===== config.mk =====
export PLATFORM = sky130hd
export DESIGN_NAME = key_conditioner_flat
export DESIGN_NICKNAME = d
export VERILOG_FILES = /design/src/rtl/key_conditioner_if.sv /design/src/rtl/key_conditioner.sv /design/src/flat_wrapper.sv
export SDC_FILE = /design/constraint.sdc
export NUM_CORES = 1
export LEC_CHECK = 0
export CAP_MARGIN = 20
export CORE_MARGIN = 4
export CORE_UTILIZATION = 40
export CTS_BUF_LIST = sky130_fd_sc_hd__clkbuf_8
export CTS_CLUSTER_SIZE = 40
export DETAILED_ROUTE_END_ITERATION = 8
export PLACE_DENSITY = 0.62
export SLEW_MARGIN = 20
export SYNTH_ARGS = -nofsm -noshare
export SYNTH_HDL_FRONTEND = slang
export SYNTH_SLANG_ARGS = --single-unit

===== constraint.sdc =====
create_clock -name clk -period 7.11 [get_ports clk]
set_input_delay 1.7775 -clock clk [delete_from_list [all_inputs] [get_ports clk]]
set_output_delay 1.7775 -clock clk [all_outputs]
set_load 0.01 [all_outputs]

===== src/rtl/key_conditioner_if.sv =====
// rtl/key_conditioner_if.sv - Button-side and processor-side signal bundle of key_conditioner
interface key_conditioner_if #(
    parameter int NUM_KEYS = 3
);
    logic [NUM_KEYS-1:0] key_n_in;
    logic [NUM_KEYS-1:0] event_clear;
    logic [NUM_KEYS-1:0] keys_export_n;
    logic [NUM_KEYS-1:0] key_level;
    logic [NUM_KEYS-1:0] key_press;
    logic [NUM_KEYS-1:0] key_release;
    logic [NUM_KEYS-1:0] key_long;
    logic [NUM_KEYS-1:0] event_sticky;

    modport master (
        output key_n_in,
        output event_clear,
        input  keys_export_n,
        input  key_level,
        input  key_press,
        input  key_release,
        input  key_long,
        input  event_sticky
    );

    modport slave (
        input  key_n_in,
        input  event_clear,
        output keys_export_n,
        output key_level,
        output key_press,
        output key_release,
        output key_long,
        output event_sticky
    );
endinterface


===== src/rtl/key_conditioner.sv =====
// rtl/key_conditioner.sv - Per-key synchronizer, debounce FSM, press/release/long pulses and sticky flags
module key_conditioner #(
    parameter int NUM_KEYS          = 3,
    parameter int DEBOUNCE_CYCLES   = 1000000,
    parameter int LONG_PRESS_CYCLES = 50000000
) (
    input  logic              clk,
    input  logic              reset,
    key_conditioner_if.slave  keys
);
    localparam int DW = $clog2(DEBOUNCE_CYCLES);
    localparam int HW = $clog2(LONG_PRESS_CYCLES);
    localparam logic [DW-1:0] DB_LAST   = DW'(DEBOUNCE_CYCLES - 1);
    localparam logic [HW-1:0] HOLD_LAST = HW'(LONG_PRESS_CYCLES - 1);

    typedef enum logic [1:0] {IDLE, PRESS_WAIT, PRESSED, RELEASE_WAIT} state_t;

    logic [NUM_KEYS-1:0] sync_meta;
    logic [NUM_KEYS-1:0] sync_n;

    // Synchronizers reset to the released level so no phantom press follows reset.
    always_ff @(posedge clk) begin
        if (reset) begin
            sync_meta <= '1;
            sync_n    <= '1;
        end else begin
            sync_meta <= keys.key_n_in;
            sync_n    <= sync_meta;
        end
    end

    for (genvar k = 0; k < NUM_KEYS; k++) begin : g_key
        state_t        state;
        logic [DW-1:0] db_cnt;
        logic [HW-1:0] hold_cnt;
        logic [HW-1:0] hold_inc;
        logic          long_fired;
        logic          level;
        logic          press;
        logic          release_p;
        logic          long_p;
        logic          sticky;
        logic          accept;

        assign hold_inc = hold_cnt + 1'b1;
        assign accept   = (state == PRESS_WAIT) && !sync_n[k] && (db_cnt == DB_LAST);

        always_ff @(posedge clk) begin
            if (reset) begin
                state      <= IDLE;
                db_cnt     <= '0;
                hold_cnt   <= '0;
                long_fired <= 1'b0;
                level      <= 1'b0;
                press      <= 1'b0;
                release_p  <= 1'b0;
                long_p     <= 1'b0;
                sticky     <= 1'b0;
            end else begin
                press     <= 1'b0;
                release_p <= 1'b0;
                long_p    <= 1'b0;
                case (state)
                    IDLE: begin
                        if (!sync_n[k]) begin
                            state  <= PRESS_WAIT;
                            db_cnt <= '0;
                        end
                    end
                    PRESS_WAIT: begin
                        if (sync_n[k]) begin
                            state <= IDLE;
                        end else if (db_cnt == DB_LAST) begin
                            state      <= PRESSED;
                            level      <= 1'b1;
                            press      <= 1'b1;
                            hold_cnt   <= '0;
                            long_fired <= 1'b0;
                        end else begin
                            db_cnt <= db_cnt + 1'b1;
                        end
                    end
                    PRESSED: begin
                        if (hold_cnt != HOLD_LAST) begin
                            hold_cnt <= hold_inc;
                            if (hold_inc == HOLD_LAST && !long_fired) begin
                                long_p     <= 1'b1;
                                long_fired <= 1'b1;
                            end
                        end
                        if (sync_n[k]) begin
                            state  <= RELEASE_WAIT;
                            db_cnt <= '0;
                        end
                    end
                    RELEASE_WAIT: begin
                        // Hold count and long_fired survive a release bounce.
                        if (!sync_n[k]) begin
                            state <= PRESSED;
                        end else if (db_cnt == DB_LAST) begin
                            state     <= IDLE;
                            level     <= 1'b0;
                            release_p <= 1'b1;
                        end else begin
                            db_cnt <= db_cnt + 1'b1;
                        end
                    end
                    default: state <= IDLE;
                endcase
                // Set wins over clear both on the accepting edge and while the press pulse is visible.
                sticky <= (sticky & ~keys.event_clear[k]) | accept | press;
            end
        end

        assign keys.key_level[k]     = level;
        assign keys.keys_export_n[k] = ~level;
        assign keys.key_press[k]     = press;
        assign keys.key_release[k]   = release_p;
        assign keys.key_long[k]      = long_p;
        assign keys.event_sticky[k]  = sticky;
    end
endmodule


===== src/flat_wrapper.sv =====
// flat-port wrapper written by rule: the top's interface ports become plain ports
module key_conditioner_flat 
#(
    parameter int NUM_KEYS          = 3,
    parameter int DEBOUNCE_CYCLES   = 1000000,
    parameter int LONG_PRESS_CYCLES = 50000000
)
  (clk, reset, keys_key_n_in, keys_event_clear, keys_keys_export_n, keys_key_level, keys_key_press, keys_key_release, keys_key_long, keys_event_sticky);
  key_conditioner_if #(.NUM_KEYS(NUM_KEYS)) keys_i ();
  input  logic clk;
  input  logic reset;
  input wire logic [$bits(keys_i.key_n_in)-1:0] keys_key_n_in;
  input wire logic [$bits(keys_i.event_clear)-1:0] keys_event_clear;
  output wire logic [$bits(keys_i.keys_export_n)-1:0] keys_keys_export_n;
  output wire logic [$bits(keys_i.key_level)-1:0] keys_key_level;
  output wire logic [$bits(keys_i.key_press)-1:0] keys_key_press;
  output wire logic [$bits(keys_i.key_release)-1:0] keys_key_release;
  output wire logic [$bits(keys_i.key_long)-1:0] keys_key_long;
  output wire logic [$bits(keys_i.event_sticky)-1:0] keys_event_sticky;
  assign keys_i.key_n_in = keys_key_n_in;
  assign keys_i.event_clear = keys_event_clear;
  assign keys_keys_export_n = keys_i.keys_export_n;
  assign keys_key_level = keys_i.key_level;
  assign keys_key_press = keys_i.key_press;
  assign keys_key_release = keys_i.key_release;
  assign keys_key_long = keys_i.key_long;
  assign keys_event_sticky = keys_i.event_sticky;
  key_conditioner #(.NUM_KEYS(NUM_KEYS), .DEBOUNCE_CYCLES(DEBOUNCE_CYCLES), .LONG_PRESS_CYCLES(LONG_PRESS_CYCLES)) u_core (.clk(clk), .reset(reset), .keys(keys_i));
endmodule

Yosys cells after proc, flatten, opt, wreduce, memory -nomap -nowiden
Cells that the tools add are included.
Storage, ports and cells
  register bits: 168
Operators by class
  reductions and logical operators: 48
  add/subtract/negate cells: 6
  bitwise operators: 30
  muxes and demuxes: 84
  eq/ne operators: 48
Operators with widths (count)
  20-bit 2-to-1 mux: 15
  20-bit one-hot mux with 4 select lines: 3
  26-bit 2-to-1 mux: 9
  26-bit one-hot mux with 2 select lines: 3
  26-bit by 1-bit adder with 26-bit output, second input constant: 3
  26-bit == test, second input constant: 3
  26-bit != test, second input constant: 3
  20-bit by 1-bit adder with 20-bit output, second input constant: 3
  20-bit == test, second input constant: 3
  2-bit 2-to-1 mux: 18
  4-bit AND reduction: 9
  2-bit by 1-bit != test with 1-bit output, second input constant: 15
  5-bit AND reduction: 6
  1-bit 2-to-1 mux: 27
  3-bit OR reduction: 9
  2-bit one-hot mux with 4 select lines: 3
  1-bit NOT: 21
  2-bit != test, second input constant: 9
  2-bit == test, second input constant: 6
  1-bit one-hot mux with 2 select lines: 6
  2-bit nonzero test: 6
  1-bit logical AND: 9
  3-bit by 2-bit != test with 1-bit output, second input constant: 3
  3-bit != test, second input constant: 3
  5 further kinds: 21

Depth between registers and ports, before layout
  word-level depth: 6
  mapped depth: 11

Least setup slack after synthesis
No wires, ideal clock.
  path type: in2reg
  start point: in reset
  end point: reg u_core.g_key[1].long_fired
  slack: 3801 ps
  data required time: 7053 ps
  stages on the path: 7
  arrival time: 3251 ps
  buffers on the path: 1
  path through: clkbuf_1 > nor2_1 > nand4_1 > or4b_2 > nor4b_1 > and4_1 > a31o_2
RTL lines
  start: declaration: line flat_wrapper.sv:11  | input logic reset;
  end signal: assignment: line key_conditioner.sv:53  | long_fired <= 1'b0;
  end signal: assignment: line key_conditioner.sv:78  | long_fired <= 1'b0;
  end signal: assignment: line key_conditioner.sv:88  | long_fired <= 1'b1;
  end: declaration: line key_conditioner.sv:37  | logic long_fired;

Worst setup path after layout
  start point: reg u_core.g_key[1].hold_cnt[8]
  end point: reg u_core.g_key[1].hold_cnt[3]
Between the ends
  longest elaborated chain between the ends: 3
Ends and longest elaborated chain
  start: declaration: line key_conditioner.sv:35  | logic [HW-1:0] hold_cnt;
  start signal: assignment: line key_conditioner.sv:85  | hold_cnt <= hold_inc;
  26-bit != test: line key_conditioner.sv:84  | if (hold_cnt != HOLD_LAST) begin
  2-bit by 1-bit != test with 1-bit output (no source line)
  4-bit AND reduction (no source line)
Every way passes these cells.
A chain may end at the register's enable or synchronous reset.

==> flow_metrics.env <==
export IMPL_seq_area_frac_synth_pct=36.4
export IMPL_path_cells="or4b_2 > nor4_1 > a31o_2 > and2_1 > o21ai_0 > a21oi_1"
export IMPL_async_flop_share_pct=0
export IMPL_placed_cells=1420
export IMPL_ir_worst_vdd_mv=0.110
export IMPL_seq_area_sq_um=3360
export IMPL_ys_types=74
export IMPL_grt_setup_unrepaired="no"
export IMPL_htreeDepth=4
export IMPL_mappedNetlistArea_sq_um=9240
export IMPL_row_count=55
export IMPL_min_path_cells=1
export IMPL_fillers=2314
export IMPL_gr_total_overflow=0
export IMPL_synth_compound_area_share_pct=17.0
export IMPL_worstSetupPathType="flop to flop"
export IMPL_insertion_delay_ps=470
export IMPL_syn_to_final_growth_pct=8.23
export IMPL_grt_pass1_vias=7342
export IMPL_layout_commonest_cell="dfxtp_1"
export IMPL_cts_sinks=168
export IMPL_gp_congestion=0.871
export IMPL_power_density_nw_per_um2=191
export IMPL_yosys_area_share_simple_pct=32.3
export IMPL_wl_per_cell_um=14.4
export IMPL_final_nets=1175
export IMPL_hp_class="flop to flop"
export IMPL_crit_path_start_kind="flop"
export IMPL_wl_mm=20.9
export IMPL_finalSetupViolCount=0
export IMPL_synthAdderAreaFrac_pct=1.76
export IMPL_cts_tree="built"
export IMPL_io_pins=26
export IMPL_antenna_found_initial=0
export IMPL_critPathSlowestCell="and2_1"
export IMPL_vias_per_cell=5.69
export IMPL_worstMarginPinSlew_ps=898
export IMPL_synth_xor_xnor_area_share_pct=6.82
export IMPL_setup_tns_ps=0
export IMPL_die_area_sq_um=25600
export IMPL_p_leak_nw=3.11
export IMPL_ys_warn_count=0
export IMPL_post_route_drc_count=0
export IMPL_synth_seq_cells=168
export IMPL_crit_required_ps=7500
export IMPL_whs_endpoint="u_core.sync_n[1]"
export IMPL_final_cell_mix="168 x dfxtp_1, 139 x nor2_1, 95 x nand2_1"
export IMPL_synth_avg_cell_area_sq_um=7.81
export IMPL_grt_max_degree=58
export IMPL_clk_pin_slew_ps=90
export IMPL_max_stage_delay_ps=780
export IMPL_hold_viol_final=0
export IMPL_core_area_sq_um=22700
export IMPL_die_w_um=160
export IMPL_rrSetupSlack_ps=3780
export IMPL_fin_cells=1451
export IMPL_antenna_cells=0
export IMPL_ant_nets=0
export IMPL_min_period_ps=3330
export IMPL_muxShareOfSynthArea_pct=0.433
export IMPL_finClkSkew_ps=17.2
export IMPL_slew_headroom_pct=40.1
export IMPL_dp_hpwl_mm=14.3
export IMPL_cts_buffers=17
export IMPL_drive_gt1_share_pct=6.69
export IMPL_max_freq_mhz=300
export IMPL_synth_flop_cell="dfxtp_1"
export IMPL_drt_first_pass_iters=5
export IMPL_r2r_cells=6
export IMPL_clock_path_buffers=2
export IMPL_worstSetupEndpointType="flop"
export IMPL_ctsResizeCount=0
export IMPL_io_buffer_count=25
export IMPL_root_buffer="clkbuf_8"
export IMPL_syn_nets=1204
export IMPL_cts_setup_buffers=0
export IMPL_fp_dieH_um=160
export IMPL_synth_top_family_by_area="simple AND/OR/NAND/NOR gates"
export IMPL_synth_edf_count=0
export IMPL_track_usage_pct=16.1
export IMPL_path_max_fanout=48
export IMPL_reg2reg_from="u_core.g_key[1].hold_cnt[8]"
export IMPL_critical_path_arrival_ps=3720
export IMPL_final_max_slew_viol_count=0
export IMPL_initial_core_util_pct=40.7
export IMPL_worst_hold_slack_ps=413
export IMPL_min_from="u_core.sync_meta[1]"
export IMPL_maxCapViolCount=0
export IMPL_hold_buffers=0
export IMPL_period_share_pct=46.8
export IMPL_dr_first_iter_drc_count=532
export IMPL_grt_pass1_wl_mm=35.7
export IMPL_regToRegEndpoint="u_core.g_key[1].hold_cnt[3]"
export IMPL_synthCells=1183
export IMPL_multiInputGateArea_sq_um=5420
export IMPL_status="finished clean"
export IMPL_vias=8257
## report_power, final
| part | switching, mW | total (mW) | internal [mW] |
|---|---|---|---|
| clock network | 0.345 | 0.759 | 0.414 |
| logic | 0.132 | 0.194 | 0.0623 |
| registers | 0.0115 | 0.961 | 0.950 |
| total | 0.488 | 1.91 | 1.43 |
## synthesized netlist by cell type (all sizes together) (21+ instances only)
master / instances / area [sq um]
xnor2: 39 / 342
nor3: 35 / 175
buf: 25 / 160
o21ai: 83 / 415
nand4: 29 / 181
inv: 28 / 105
nor2: 139 / 522
a21oi: 91 / 455
nand3: 58 / 308
or3: 32 / 200
dfxtp: 168 / 3360
nand2: 95 / 357
nor4: 24 / 178
clkbuf: 57 / 218
xor2: 33 / 289
a31oi: 21 / 131
and3: 27 / 170
## worst max path at each step
stage,startpoint,endpoint,depth (start not counted)
after floorplan,reset,u_core.g_key[1].long_fired,7
after global placement,reset,u_core.g_key[0].hold_cnt[14],4
after detailed placement,reset,u_core.g_key[1].long_fired,7
after CTS,u_core.g_key[1].hold_cnt[24],u_core.g_key[1].hold_cnt[18],6
after global routing,u_core.g_key[1].hold_cnt[0],u_core.g_key[1].hold_cnt[24],7
final,u_core.g_key[1].hold_cnt[8],u_core.g_key[1].hold_cnt[3],6
## cells by family (layout without fill, tap and decap cells)
kind of cell    Yosys count  in the layout
simple gates            553            553
mux                       4              4
xor+xnor                 72             72
buf+inv                 110             93
compound gates          263            263
flops                   168            168
fa+ha+maj                13             13
## registers in the layout (all words and copies together), names as in the netlist, named ones only
| register | flops |
|---|---|
| u_core.g_key.state | 3 |
| u_core.g_key.long_p | 3 |
| u_core.g_key.sticky | 3 |
| u_core.g_key.release_p | 3 |
| u_core.g_key.long_fired | 3 |
| u_core.sync_meta | 3 |
| u_core.g_key.level | 3 |
| u_core.g_key.db_cnt | 60 |
| u_core.sync_n | 3 |
| u_core.g_key.hold_cnt | 78 |
| u_core.g_key.press | 3 |
## stage by stage
stage               util [%]  cell area [sq um]  worst slack [ps]  power (mW)
floorplan                  -               9240              3800        1.12
global placement        42.0               9550              3230        1.18
detailed placement      42.1               9560              3450        1.18
CTS                     44.0              10000              3760        1.95
global route            44.0              10000              3370        2.00
finish                  44.0              10000              3780        1.91
## worst max-delay path, delay by kind of cell (launching register included)
family	cells	cell delay, ps
AOI/OAI and AO/OA	3	1130
DFF	1	410
and+or+nand+nor	3	1710
## metal layers
metal,GRT usage [%],part of all wire [%],up-vias
met5,0,0,-
met4,4.26,1.2,0
met3,3.30,3.9,20
met2,25.4,45,142
met1,22.6,49,3891
li1,-,-,4204
## cell type report
class | count | area share (%)
multi-input combinational | 905 | 54.2
clock buffer | 21 | 2.89
clock inverter | 10 | 1.51
sequential | 168 | 33.6
timing repair buffer | 34 | 3.19
tap | 285 | 3.57
inverter | 28 | 1.05
No activity file was read; power rests on OpenSTA's default activity.
==> edit 1: new RTL, config.mk and constraints unchanged <==
`DEBOUNCE_CYCLES` is set to 1000000 in 2 places; all go to 4000000.
--- a/src/rtl/key_conditioner.sv
+++ b/src/rtl/key_conditioner.sv
@@ -3,3 +3,3 @@
     parameter int NUM_KEYS          = 3,
-    parameter int DEBOUNCE_CYCLES   = 1000000,
+    parameter int DEBOUNCE_CYCLES   = 4000000,
     parameter int LONG_PRESS_CYCLES = 50000000
--- a/src/flat_wrapper.sv
+++ b/src/flat_wrapper.sv
@@ -4,3 +4,3 @@
     parameter int NUM_KEYS          = 3,
-    parameter int DEBOUNCE_CYCLES   = 1000000,
+    parameter int DEBOUNCE_CYCLES   = 4000000,
     parameter int LONG_PRESS_CYCLES = 50000000
Function: same outputs for any inputs over 4 cycles, from zero or initial values and one cycle with reset high; that may be too few to reach the edited logic, so the function may still have changed.
==> edit 1 against the unedited design <==
Sequential cell count up 6. Largest cell class unchanged. First-iteration DRC count down 8.1%. Final area up 2.7%. Synthesized area is 5.4% higher. Register-to-register slack improved by 0.16 ns. Global-route usage rose by 0.71 points. Worst setup slack improved by 0.030 ns. Via count up 3.3%. Core utilization fell by 0.69 points. Routed wire length rose by 6.6%. Clock skew about the same.
Power is not compared: it rests on default switching activity, and its combinational part moved more than twofold at a synthesized area within 25%.
==> edit 1: results <==
[setup_path]
worst_ep_arrival_time_ns = 1.52
reg2reg_from = "u_core.g_key[1].db_cnt[9]"
critical_path.max_stage_delay_ns = 0.59
critical_path.top_delay_family = "buffers and inverters"
reg2reg_slack_ns = 3.94
setup.worst_path.end = "keys_key_press[1]"
worstSetupStartpoint = "u_core.g_key[1].press"
crit_fanout = 2
reg2regPathDepth = 7
critical_path.slowest_cell = "sky130_fd_sc_hd__clkdlybuf4s50_1"
reg_to_reg_endpoint = "u_core.g_key[1].hold_cnt[6]"

[detailed_routing]
detail_route.first_pass.iterations = 5
met3_length_um = 842
overall_via_count_from_detail_route = 8530
met1Wirelength_mm = 11.1
wl_per_cell_um = 14.6
topRoutingLayerUsed = "met4"
detail_route.vias_per_cell = 5.59
met2_length_mm = 10.1
detail_route.iter0.violations = 489

[yosys]
ys_async_sr_fraction_pct = 0
netlist_instances = 1244
synth.distinct_cells = 70
netlist_area_um2 = 9740
netlist_top_cells_area = "sky130_fd_sc_hd__dfxtp_1, sky130_fd_sc_hd__nor2_1, sky130_fd_sc_hd__a21oi_1, sky130_fd_sc_hd__nand2_1, sky130_fd_sc_hd__xnor2_1"
synth_sequential_area_ratio_pct = 35.8
synth_commonest_cells = "sky130_fd_sc_hd__dfxtp_1, sky130_fd_sc_hd__nor2_1, sky130_fd_sc_hd__nand2_1, sky130_fd_sc_hd__a21oi_1, sky130_fd_sc_hd__nand3_1"
mappedNetlistNets = 1265

[clock_tree]
tritoncts.num_buffers = 17
cts.reportedPaths.clkPinSlew_ns = 0.09
later_pin_clock_latency_in_the_skew_report_ns = 0.46
ctsHtreeMaxLevel = 4
cts_post_setup_buffers_inserted = 0

[cells_and_area]
drive_above_1_share_pct = 6.37
nFillCells = 2456
antennaDiodeCount = 0
reg_top3 = "u_core.g_key.hold_cnt (78), u_core.g_key.db_cnt (66)"

[sta]
slew_headroom_pct = 37.9
layout_setup_ws_ns = 3.81
timing.clock.skew_ns = 0.0172

[placed_design]
place_worst_setup_slack_ns = 3.46
io_buffer_count = 25
hpwl_mm = 15.3
gpl.final_weighted_congestion = 0.862
placedInstanceArea_um2 = 9880

[status]
status = "completed"

[hold_path]
min-delay-path-class = "reg -> reg"

[grt]
gr-usage-all-layers_pct = 16.9
grt_pass1_wl_mm = 38.0
vias_in_the_first_global_route = 7796
largest_net_degree_at_the_start_of_global_routing = 53

[pwr]
power_leakage_nw = 3.14
vdd_ir_drop_max_v = 0.000119
edit 1: cell families after synthesis:
| group | after synthesis | share of synthesized area, % |
|---|---|---|
| compound gates | 231 | 15.2 |
| simple gates | 611 | 33.0 |
| xor+xnor | 77 | 6.93 |
| flops | 174 | 35.8 |
| buf+inv | 133 | 6.91 |
| fa+ha+maj | 13 | 1.67 |
| mux | 5 | 0.540 |
edit 1: layout make-up:
| type | count | area (um2) | area share, % |
|---|---|---|---|
| inverters | 36 | 135 | 1.32 |
| clock inverters | 11 | 108 | 1.05 |
| multi-input cells | 937 | 5580 | 54.4 |
| clock buffers | 20 | 275 | 2.68 |
| repair buffers | 30 | 285 | 2.78 |
| well taps | 319 | 399 | 3.89 |
| flip-flops and latches | 174 | 3480 | 33.9 |
edit 1: how the worst min path moves through the flow:
stage,end,start,slack [ns],depth (start not counted)
finish,u_core.sync_n[1],u_core.sync_meta[1],0.42,1
global route,u_core.sync_n[2],u_core.sync_meta[2],0.43,1
CTS,u_core.sync_n[1],u_core.sync_meta[1],0.42,1
detailed placement,u_core.sync_n[1],u_core.sync_meta[1],0.40,1
global placement,u_core.sync_n[1],u_core.sync_meta[1],0.39,1
floorplan,u_core.sync_n[0],u_core.sync_meta[0],0.39,1
edit 1: report_power, final:
group | total [mW] | internal (mW) | switching (mW) | leakage [nW]
combinational | 0.0929 | 0.0250 | 0.0679 | 1.54
sequential | 0.984 | 0.979 | 0.00519 | 1.40
clock | 0.688 | 0.308 | 0.380 | 0.198
total | 1.77 | 1.31 | 0.453 | 3.14
edit 1: per-layer routing:
metal / vias up / GRT usage [%]
li1: 4361 / -
met1: 3980 / 23.5
met2: 162 / 26.8
met3: 27 / 2.71
met4: 0 / 5.22
met5: - / 0
==> edit 2: new RTL, same settings <==
Without the edit above. Re-encode `state_t` (4 states) as one-hot, 4 bits wide.
--- a/src/rtl/key_conditioner.sv
+++ b/src/rtl/key_conditioner.sv
@@ -15,3 +15,3 @@
 
-    typedef enum logic [1:0] {IDLE, PRESS_WAIT, PRESSED, RELEASE_WAIT} state_t;
+    typedef enum logic [3:0] {IDLE = 4'b0001, PRESS_WAIT = 4'b0010, PRESSED = 4'b0100, RELEASE_WAIT = 4'b1000} state_t;
 
Formal check against the unedited RTL: no difference found for any inputs over 4 cycles, from zero or initial values and one cycle with reset high; so few cycles prove little.
==> edit 2 against the unedited design <==
Sequential cell count is 6 higher. Largest cell class unchanged. Core utilization hardly changed. Worst setup slack better by 0.011 ns. Synthesized area is 4.9% higher. Clock skew is 0.0037 ns lower. Routed wire length is 6.2% higher. Final area is 4.2% higher.
Power is not compared: it rests on default switching activity, and its combinational part moved more than twofold at a synthesized area within 25%.
==> edit 2: results <==
[grt]
grtUsageMet3_pct = 2.95
grt_pass1_wl_mm = 37.5
gr-usage-all-layers_pct = 16.5
vias_in_the_first_global_route = 7840
largest_net_degree_at_the_start_of_global_routing = 79
grtUsageMet2_pct = 26.2
use_met1_pct = 23.2

[pwr]
seq-power_mw = 0.981
clock_share_of_power_pct = 42.5
sw_power_mw = 0.445
power_leakage_nw = 3.28
vdd_ir_drop_max_v = 0.0000980

[hold_path]
min_from = "u_core.sync_meta[0]"
min-delay-path-class = "reg -> reg"
min_delay_worst_endpoint = "u_core.sync_n[0]"
worst_hold_path.num_cells = 1

[clock_tree]
later_pin_clock_latency_in_the_skew_report_ns = 0.46
tritoncts.num_buffers = 17
cts.root.buffer_cell = "sky130_fd_sc_hd__clkbuf_8"
max-clock-path-buffers = 2
ctsHtreeMaxLevel = 4

[detailed_routing]
overall_via_count_from_detail_route = 8636
detail_route.iter0.violations = 541
detail_route.first_pass.iterations = 5
wl_per_cell_um = 14.5

[yosys]
netlist_top_cells_area = "sky130_fd_sc_hd__dfxtp_1, sky130_fd_sc_hd__nor2_1, sky130_fd_sc_hd__a21oi_1, sky130_fd_sc_hd__xor2_1, sky130_fd_sc_hd__o21ai_0"
synth_commonest_cells = "sky130_fd_sc_hd__dfxtp_1, sky130_fd_sc_hd__nor2_1, sky130_fd_sc_hd__a21oi_1, sky130_fd_sc_hd__nand2_1, sky130_fd_sc_hd__o21ai_0"
ys_async_sr_fraction_pct = 0
yosys_warnings = 0
synth_sequential_area_ratio_pct = 35.9
netlist_instances = 1241
mappedNetlistNets = 1258
synth.distinct_cells = 71
flip_flop_cell_with_the_highest_count_after_synthesis = "sky130_fd_sc_hd__dfxtp_1"

[setup_path]
reg2regPathDepth = 8
worstSetupStartpoint = "u_core.g_key[1].level"
critical_path.top_delay_family = "buffers and inverters"
crit_fanout = 3
reg2reg_slack_ns = 3.98
critical_path.slowest_cell = "sky130_fd_sc_hd__clkdlybuf4s50_1"
critical_path.max_stage_delay_ns = 0.60
reg2reg_from = "u_core.g_key[1].hold_cnt[0]"
reg_to_reg_endpoint = "u_core.g_key[1].long_fired"
worst_ep_arrival_time_ns = 1.54

[placed_design]
placedInstanceArea_um2 = 9990
hpwl_mm = 15.0
post-place-cells = 1498
io_buffer_count = 25
gpl.final_weighted_congestion = 0.815

[cells_and_area]
reg_top3 = "u_core.g_key.hold_cnt (78), u_core.g_key.db_cnt (60), u_core.g_key.state (12)"
nFillCells = 2476
layout.nets = 1215
layout.cells.non_filler = 1530
antennaDiodeCount = 0
drive_above_1_share_pct = 6.11

[floorplanning]
design.die.area_um2 = 26800

[sta]
slew_headroom_pct = 28.1
timing.clock.skew_ns = 0.0135
final_layout_worst_hold_slack_ns = 0.418

[status]
status = "completed"
[edit 2: worst max path at each step]
stage,depth (start not counted),end,slack (ns)
2_1_floorplan,6,u_core.g_key[2].long_fired,4.05
3_5_place_dp,4,u_core.g_key[0].db_cnt[9],3.53
3_3_place_gp,4,u_core.g_key[0].db_cnt[18],3.57
4_1_cts,1,keys_key_level[1],3.77
6_report,1,keys_key_level[1],3.79
5_1_grt,8,u_core.g_key[1].long_fired,3.75
[edit 2: kinds of logic after synthesis]
logic type,share of synthesized area (%)
muxes,0.658
and+or+nand+nor,31.8
DFF,35.9
adders and majority gates,1.16
AOI/OAI and AO/OA,17.3
xor gates and xnor gates,7.86
buffers and inverters,5.29
[edit 2: metrics by stage]
| stage | setup slack (ns) | utilization (%) |
|---|---|---|
| final | 3.79 | 44.0 |
| after global routing | 3.75 | 44.0 |
| after CTS | 3.77 | 44.0 |
| after detailed placement | 3.53 | 42.2 |
| after global placement | 3.57 | 42.2 |
| after floorplan | 4.05 | - |
[edit 2: per-layer routing]
metal	vias up	wire length, um	share of wire [%]
met4	0	240	1.1
met5	-	0	0
met1	4087	11000	50
li1	4390	-	-
met2	145	10200	46
met3	14	775	3.5
[edit 2: area by class of cell]
| type | instances | area [um2] | area share (%) |
|---|---|---|---|
| Inverter | 22 | 82.6 | 0.792 |
| Timing Repair Buffer | 34 | 315 | 3.03 |
| Clock inverter | 15 | 194 | 1.86 |
| Multi-Input combinational cell | 949 | 5710 | 54.8 |
| Tap cell | 319 | 399 | 3.83 |
| Sequential cell | 174 | 3480 | 33.4 |
| Clock buffer | 17 | 234 | 2.25 |
